## config.mk

```make
export PLATFORM = sky130hd
export DESIGN_NAME = src_opr_wakeup_stage
export DESIGN_NICKNAME = d
export VERILOG_FILES = /design/src/rtl/src_opr_wakeup_stage.sv
export SDC_FILE = /design/constraint.sdc
export NUM_CORES = 1
export LEC_CHECK = 0
export ABC_AREA = 1
export BUFFER_PORTS_ARGS = -buffer_cell sky130_fd_sc_hd__buf_2
export CORE_ASPECT_RATIO = 0.9
export CORE_MARGIN = 10
export CORE_UTILIZATION = 49
export DETAILED_ROUTE_END_ITERATION = 12
export PLACE_DENSITY = 0.95
export SLEW_MARGIN = 15
export SYNTH_ARGS = -nofsm -noshare
export SYNTH_HDL_FRONTEND = slang
export SYNTH_SLANG_ARGS = --single-unit
```

## constraint.sdc

```tcl
create_clock -name clk_i -period 4.2 [get_ports clk_i]
set_input_delay 0.84 -clock clk_i [delete_from_list [all_inputs] [get_ports clk_i]]
set_output_delay 0.84 -clock clk_i [all_outputs]
set_load 0.01 [all_outputs]
```

## src/rtl/src_opr_wakeup_stage.sv

```systemverilog
// src_opr_wakeup_stage: one-entry source operand capture with writeback wakeup.
// Define SRC_WAKEUP_BYPASS_EN to also catch same-cycle writebacks at capture.
module src_opr_wakeup_stage #(
  parameter int DATA_LEN = 32,
  parameter int RRF_SEL  = 6,
  parameter int NUM_SRC  = 2,
  parameter int NUM_WB   = 2
) (
  input  logic                        clk_i,
  input  logic                        reset_i,
  input  logic                        in_valid_i,
  output logic                        in_ready_o,
  input  logic [NUM_SRC-1:0]          arf_busy_i,
  input  logic [NUM_SRC*DATA_LEN-1:0] arf_data_i,
  input  logic [NUM_SRC*RRF_SEL-1:0]  arf_rrftag_i,
  input  logic [NUM_SRC-1:0]          rrf_valid_i,
  input  logic [NUM_SRC*DATA_LEN-1:0] rrf_data_i,
  input  logic [NUM_SRC-1:0]          src_eq_zero_i,
  input  logic [NUM_WB-1:0]           wb_valid_i,
  input  logic [NUM_WB*RRF_SEL-1:0]   wb_rrftag_i,
  input  logic [NUM_WB*DATA_LEN-1:0]  wb_data_i,
  input  logic                        flush_i,
  output logic                        out_valid_o,
  input  logic                        out_ready_i,
  output logic [NUM_SRC*DATA_LEN-1:0] src_o,
  output logic [NUM_SRC-1:0]          src_ready_o,
  output logic                        all_ready_o
);

  logic                valid_q;
  logic [DATA_LEN-1:0] data_q [NUM_SRC];
  logic [NUM_SRC-1:0]  rdy_q;

  logic                capture;
  logic                drain;
  logic                hold;

  logic [DATA_LEN-1:0] cap_data [NUM_SRC];
  logic [NUM_SRC-1:0]  cap_rdy;
  logic [DATA_LEN-1:0] wk_data [NUM_SRC];
  logic [NUM_SRC-1:0]  wk_hit;

  assign in_ready_o = ~valid_q | out_ready_i;
  assign capture    = in_valid_i & in_ready_o;
  assign drain      = valid_q & out_ready_i;
  assign hold       = valid_q & ~out_ready_i;

  // Resolve each incoming source: zero, then ARF, then RRF, else keep tag.
  always_comb begin
    for (int i = 0; i < NUM_SRC; i++) begin
      cap_data[i] = DATA_LEN'(arf_rrftag_i[i*RRF_SEL +: RRF_SEL]);
      cap_rdy[i]  = 1'b0;
      if (src_eq_zero_i[i]) begin
        cap_data[i] = '0;
        cap_rdy[i]  = 1'b1;
      end else if (!arf_busy_i[i]) begin
        cap_data[i] = arf_data_i[i*DATA_LEN +: DATA_LEN];
        cap_rdy[i]  = 1'b1;
      end else if (rrf_valid_i[i]) begin
        cap_data[i] = rrf_data_i[i*DATA_LEN +: DATA_LEN];
        cap_rdy[i]  = 1'b1;
      end
`ifdef SRC_WAKEUP_BYPASS_EN
      else begin
        // Scan high to low so the lowest matching bus wins.
        for (int k = NUM_WB - 1; k >= 0; k--) begin
          if (wb_valid_i[k] &&
              (wb_rrftag_i[k*RRF_SEL +: RRF_SEL] ==
               arf_rrftag_i[i*RRF_SEL +: RRF_SEL])) begin
            cap_data[i] = wb_data_i[k*DATA_LEN +: DATA_LEN];
            cap_rdy[i]  = 1'b1;
          end
        end
      end
`endif
    end
  end

  // Match held not-ready tags against writeback buses, lowest bus wins.
  always_comb begin
    for (int i = 0; i < NUM_SRC; i++) begin
      wk_hit[i]  = 1'b0;
      wk_data[i] = data_q[i];
      for (int k = NUM_WB - 1; k >= 0; k--) begin
        if (!rdy_q[i] && wb_valid_i[k] &&
            (wb_rrftag_i[k*RRF_SEL +: RRF_SEL] ==
             data_q[i][RRF_SEL-1:0])) begin
          wk_hit[i]  = 1'b1;
          wk_data[i] = wb_data_i[k*DATA_LEN +: DATA_LEN];
        end
      end
    end
  end

  // Entry register: reset > flush > capture > drain > wakeup.
  always_ff @(posedge clk_i) begin
    if (reset_i) begin
      valid_q <= 1'b0;
      rdy_q   <= '0;
      for (int i = 0; i < NUM_SRC; i++) begin
        data_q[i] <= '0;
      end
    end else if (flush_i) begin
      valid_q <= 1'b0;
    end else if (capture) begin
      valid_q <= 1'b1;
      rdy_q   <= cap_rdy;
      for (int i = 0; i < NUM_SRC; i++) begin
        data_q[i] <= cap_data[i];
      end
    end else if (drain) begin
      valid_q <= 1'b0;
    end else if (hold) begin
      for (int i = 0; i < NUM_SRC; i++) begin
        if (wk_hit[i]) begin
          data_q[i] <= wk_data[i];
          rdy_q[i]  <= 1'b1;
        end
      end
    end
  end

  for (genvar g = 0; g < NUM_SRC; g++) begin : g_src
    assign src_o[g*DATA_LEN +: DATA_LEN] = data_q[g];
  end

  assign out_valid_o = valid_q;
  assign src_ready_o = rdy_q;
  assign all_ready_o = &rdy_q;

endmodule

```

==> out/results.txt <==
The run finished with clean final reports. The first TritonRoute pass finished after 5 iterations. The synthesized area per cell came out at 6.358 um^2. The congestion estimate from routability-driven global placement came to 0.9475. The count of flip-flops with a built-in enable after synthesis was 64; the post-CTS setup buffer count was 0.

The die extent in y is 118.2 um, and the time the final worst path needs with I/O delays and setup is 2.748 ns. The half-perimeter wire length after detailed placement was 16,110 um; the setup TNS was 0 ns. Sorting the synthesized cells by area gives the leading types as sky130_fd_sc_hd__edfxtp_1 37%, sky130_fd_sc_hd__nand2_1 31%, sky130_fd_sc_hd__nand3_1 7.3%, sky130_fd_sc_hd__inv_1 5.3%, sky130_fd_sc_hd__o21ai_1 5.1%.

The critical path data required time is 4.23 ns. After detailed routing, the number of vias per cell comes to 5.147. In this run the tightest slew margin relative to its limit is 54.08%. TritonCTS built the clock tree. The overall die area is 0.01525 mm^2, and the final cell count without fillers is 1,225. Clock latency on the worst-skew pair, taken at its later pin, is 0.33 ns. The top fanout value on the critical path is 67. Critical path start-end classification: in2reg. The worst-case IR drop observed on VDD is 161.5 uV. The core region is 0.01033 mm^2. Dividing the detail-routed wire length by the instance count gives 16.76 um. The total power density per cell area is 281.7 mW/mm^2, and the clock transition at the registers of the reported paths is 0.06 ns. The slew of the pin with the lowest slew margin works out to 0.6888 ns. After detailed placement, the design holds a cell count of 1,208. For the arrival time of data at the critical path endpoint, the log shows 2.78 ns.

The proportion of netlist area held by the largest area contributor is 36.64%. The total wire length after detailed routing was 20,530 um; the worst-case hold slack was 0.5857 ns. The via count was 6,305.

The count of input and output buffers was 297. The number of distinct standard cells referenced by the synthesized netlist was 25; the area growth from synthesis to final layout was 32.59%. The final cycle utilization of the critical path came out at 65.42%.

The run gives 1 as the initial antenna violation count. The startpoint identified for the worst register-to-register timing path is data_q[0][37]$_DFFE_PP_. In the synthesized netlist the dominant register cell turns out to be sky130_fd_sc_hd__edfxtp_1.

The run gives 363.9 MHz as the upper clock frequency limit. In this run the horizontal extent of the chip is 129.1 um. The number of buffers created by CTS is 9. For the final database, setup skew stands at 0.007752 ns.

Launch point of the critical path: wb_rrftag_i[0]. The worst setup path is captured at a register. The run gives 68 as the maximum number of pins on one net before global-route repair. Setup repair after global routing left no endpoint under its margin. Overall routing resource usage: 25.37%. The number of standard-cell rows in the floorplan is 35. The worst-case clock buffer depth is 2. The number of gates resized after CTS was 0. After technology mapping, the gate count stands at 825. The placement-stage worst setup slack came out at 1.143 ns.

The worst register-to-register path ends at data_q[0][54]$_DFFE_PP_. In the final layout, the share of cells above drive strength 1 is 30.59%. The tools report the net count after synthesis as 1,054. The logs give 1,319 for the layout net count and 1.56 ns for the worst-case register-to-register setup slack. Across all setup checks in the final design, the least slack found is 1.452 ns. Number of setup violations in the final report: 0. By instance count, the leading cell after synthesis is sky130_fd_sc_hd__nand2_1.

The post-synth design cell area is 0.005245 mm^2. After synthesis the netlist holds a flip-flop and latch count of 67. By count the netlist is led by 431 x sky130_fd_sc_hd__nand2_1, 77 x sky130_fd_sc_hd__nand3_1, 74 x sky130_fd_sc_hd__inv_1. The min-delay analysis places its worst path in the category reg2reg. The leakage power figure was 0.004094 uW. The logs give 621 for the count of routing violations after the opening detailed-route iteration and 0 for the number of synthesis warnings. The cell taking the most area after synthesis is sky130_fd_sc_hd__edfxtp_1. The tools report the H-tree depth as 3.

Number of failing hold endpoints at the final stage: 0. The root buffer cell chosen for the clock tree is sky130_fd_sc_hd__clkbuf_16. Proportion of synthesized flip-flops having asynchronous set or reset: 0%. The number of I/O pins is 298. The tools report the number of global-route vias before repair as 5,964.

Destination of the critical timing path: data_q[0][54]$_DFFE_PP_. The tree built by TritonCTS fans out to 67 sinks. The reported max-cap violation count came out at 0. The detail route stage leaves a number of antenna-violating nets equal to 0. First-pass GRT wire length: 31,010 um.

Kind of launch point of the worst setup path: an input pin. For this run, design rule violations remaining after detail routing come to 0. The final-report max-slew violation count was 0; the number of buffers added to fix hold violations after cts was 0. Worst reg-to-reg path cell count: 12. The starting density of the core was 50.75%; the residual overflow from global routing was 0. For the post-synthesis sequential area ratio, the log shows 37.79%.
-- kinds of logic after synthesis --
family	after synthesis	share of synthesized area [%]
simple gates	543	41.87
buf+inv	129	11.50
compound gates	85	8.683
flops	67	37.79
xor+xnor	1	0.1670
-- through the flow --
stage,utilization (%),instance area (um^2),total power (uW)
floorplan,-,5245,1009
global placement,64.41,6656,1213
detailed placement,64.41,6656,1220
CTS,67.26,6952,1969
global route,67.26,6952,2044
finish,67.29,6954,1959
-- worst max-delay path, cell delays in order --
cell and delay (ns):
sky130_fd_sc_hd__buf_2 0.12, sky130_fd_sc_hd__inv_1 0.05, sky130_fd_sc_hd__nand2_1 0.06, sky130_fd_sc_hd__nand3_1 0.08
sky130_fd_sc_hd__nor2_1 0.12, sky130_fd_sc_hd__nand3_2 0.07, sky130_fd_sc_hd__buf_4 0.33, sky130_fd_sc_hd__nand2_1 0.15
sky130_fd_sc_hd__nand2_2 0.10, sky130_fd_sc_hd__nand3_1 0.11, sky130_fd_sc_hd__nand2_1 0.05, sky130_fd_sc_hd__inv_1 0.42
sky130_fd_sc_hd__buf_12 0.24
-- metal layers --
metal | track usage, % | up-vias | share of wire (%)
met2 | 42.63 | 393 | 47
met4 | 6.392 | 0 | 1.9
met1 | 29.43 | 2746 | 38
li1 | - | 3138 | -
met5 | 0 | - | 0
met3 | 10.01 | 28 | 13
-- registers in the layout (all words and copies together) (netlist names) --
register	flops
out_valid_o	1
data_q	64
src_ready_o	2
-- report_power, final --
group | total, uW | switching, uW | leakage (uW) | internal, uW
logic | 413 | 241 | 0.00326 | 173
clock network | 749 | 290 | 0.000136 | 460
registers | 796 | 20.6 | 0.000700 | 776
total | 1960 | 551 | 0.00409 | 1410
-- final cells by class --
type / instances / area [um^2]
repair buffers: 304 / 1551
clock buffers: 10 / 229.0
fillers: 957 / 3381
inverters: 79 / 296.5
multi-input cells: 629 / 2665
well taps: 129 / 161.4
clock inverters: 6 / 66.31
flip-flops and latches: 67 / 1982
diodes: 1 / 2.502
-- cell usage in the layout (no fill, tap or decap), types with 2 or more instances in the layout --
cell and count:
sky130_fd_sc_hd__inv_2 5, sky130_fd_sc_hd__inv_1 74, sky130_fd_sc_hd__nand3_1 77, sky130_fd_sc_hd__a21oi_1 2, sky130_fd_sc_hd__edfxtp_1 64, sky130_fd_sc_hd__buf_2 297
sky130_fd_sc_hd__o211ai_1 12, sky130_fd_sc_hd__nor3_1 3, sky130_fd_sc_hd__or2_2 2, sky130_fd_sc_hd__nand2_1 431, sky130_fd_sc_hd__o21ai_0 18, sky130_fd_sc_hd__clkinv_4 2
sky130_fd_sc_hd__clkbuf_16 9, sky130_fd_sc_hd__buf_4 6, sky130_fd_sc_hd__nor2_1 19, sky130_fd_sc_hd__o21ai_1 53, sky130_fd_sc_hd__nand2_2 3, sky130_fd_sc_hd__nand3_2 2
sky130_fd_sc_hd__clkinvlp_4 2, sky130_fd_sc_hd__nor2_2 2, sky130_fd_sc_hd__dfxtp_1 3
-- worst min-delay path by stage --
stage	from	to	slack, ns	cells after the start
3_3_place_gp	src_ready_o[1]$_SDFFE_PP0P_	src_ready_o[1]$_SDFFE_PP0P_	0.56	2
4_1_cts	src_ready_o[1]$_SDFFE_PP0P_	src_ready_o[1]$_SDFFE_PP0P_	0.58	2
3_5_place_dp	src_ready_o[1]$_SDFFE_PP0P_	src_ready_o[1]$_SDFFE_PP0P_	0.57	2
6_report	src_ready_o[1]$_SDFFE_PP0P_	src_ready_o[1]$_SDFFE_PP0P_	0.59	2
2_1_floorplan	src_ready_o[1]$_SDFFE_PP0P_	src_ready_o[1]$_SDFFE_PP0P_	0.54	2
5_1_grt	src_ready_o[1]$_SDFFE_PP0P_	src_ready_o[1]$_SDFFE_PP0P_	0.60	2
No activity file was read; power rests on OpenSTA's default activity.
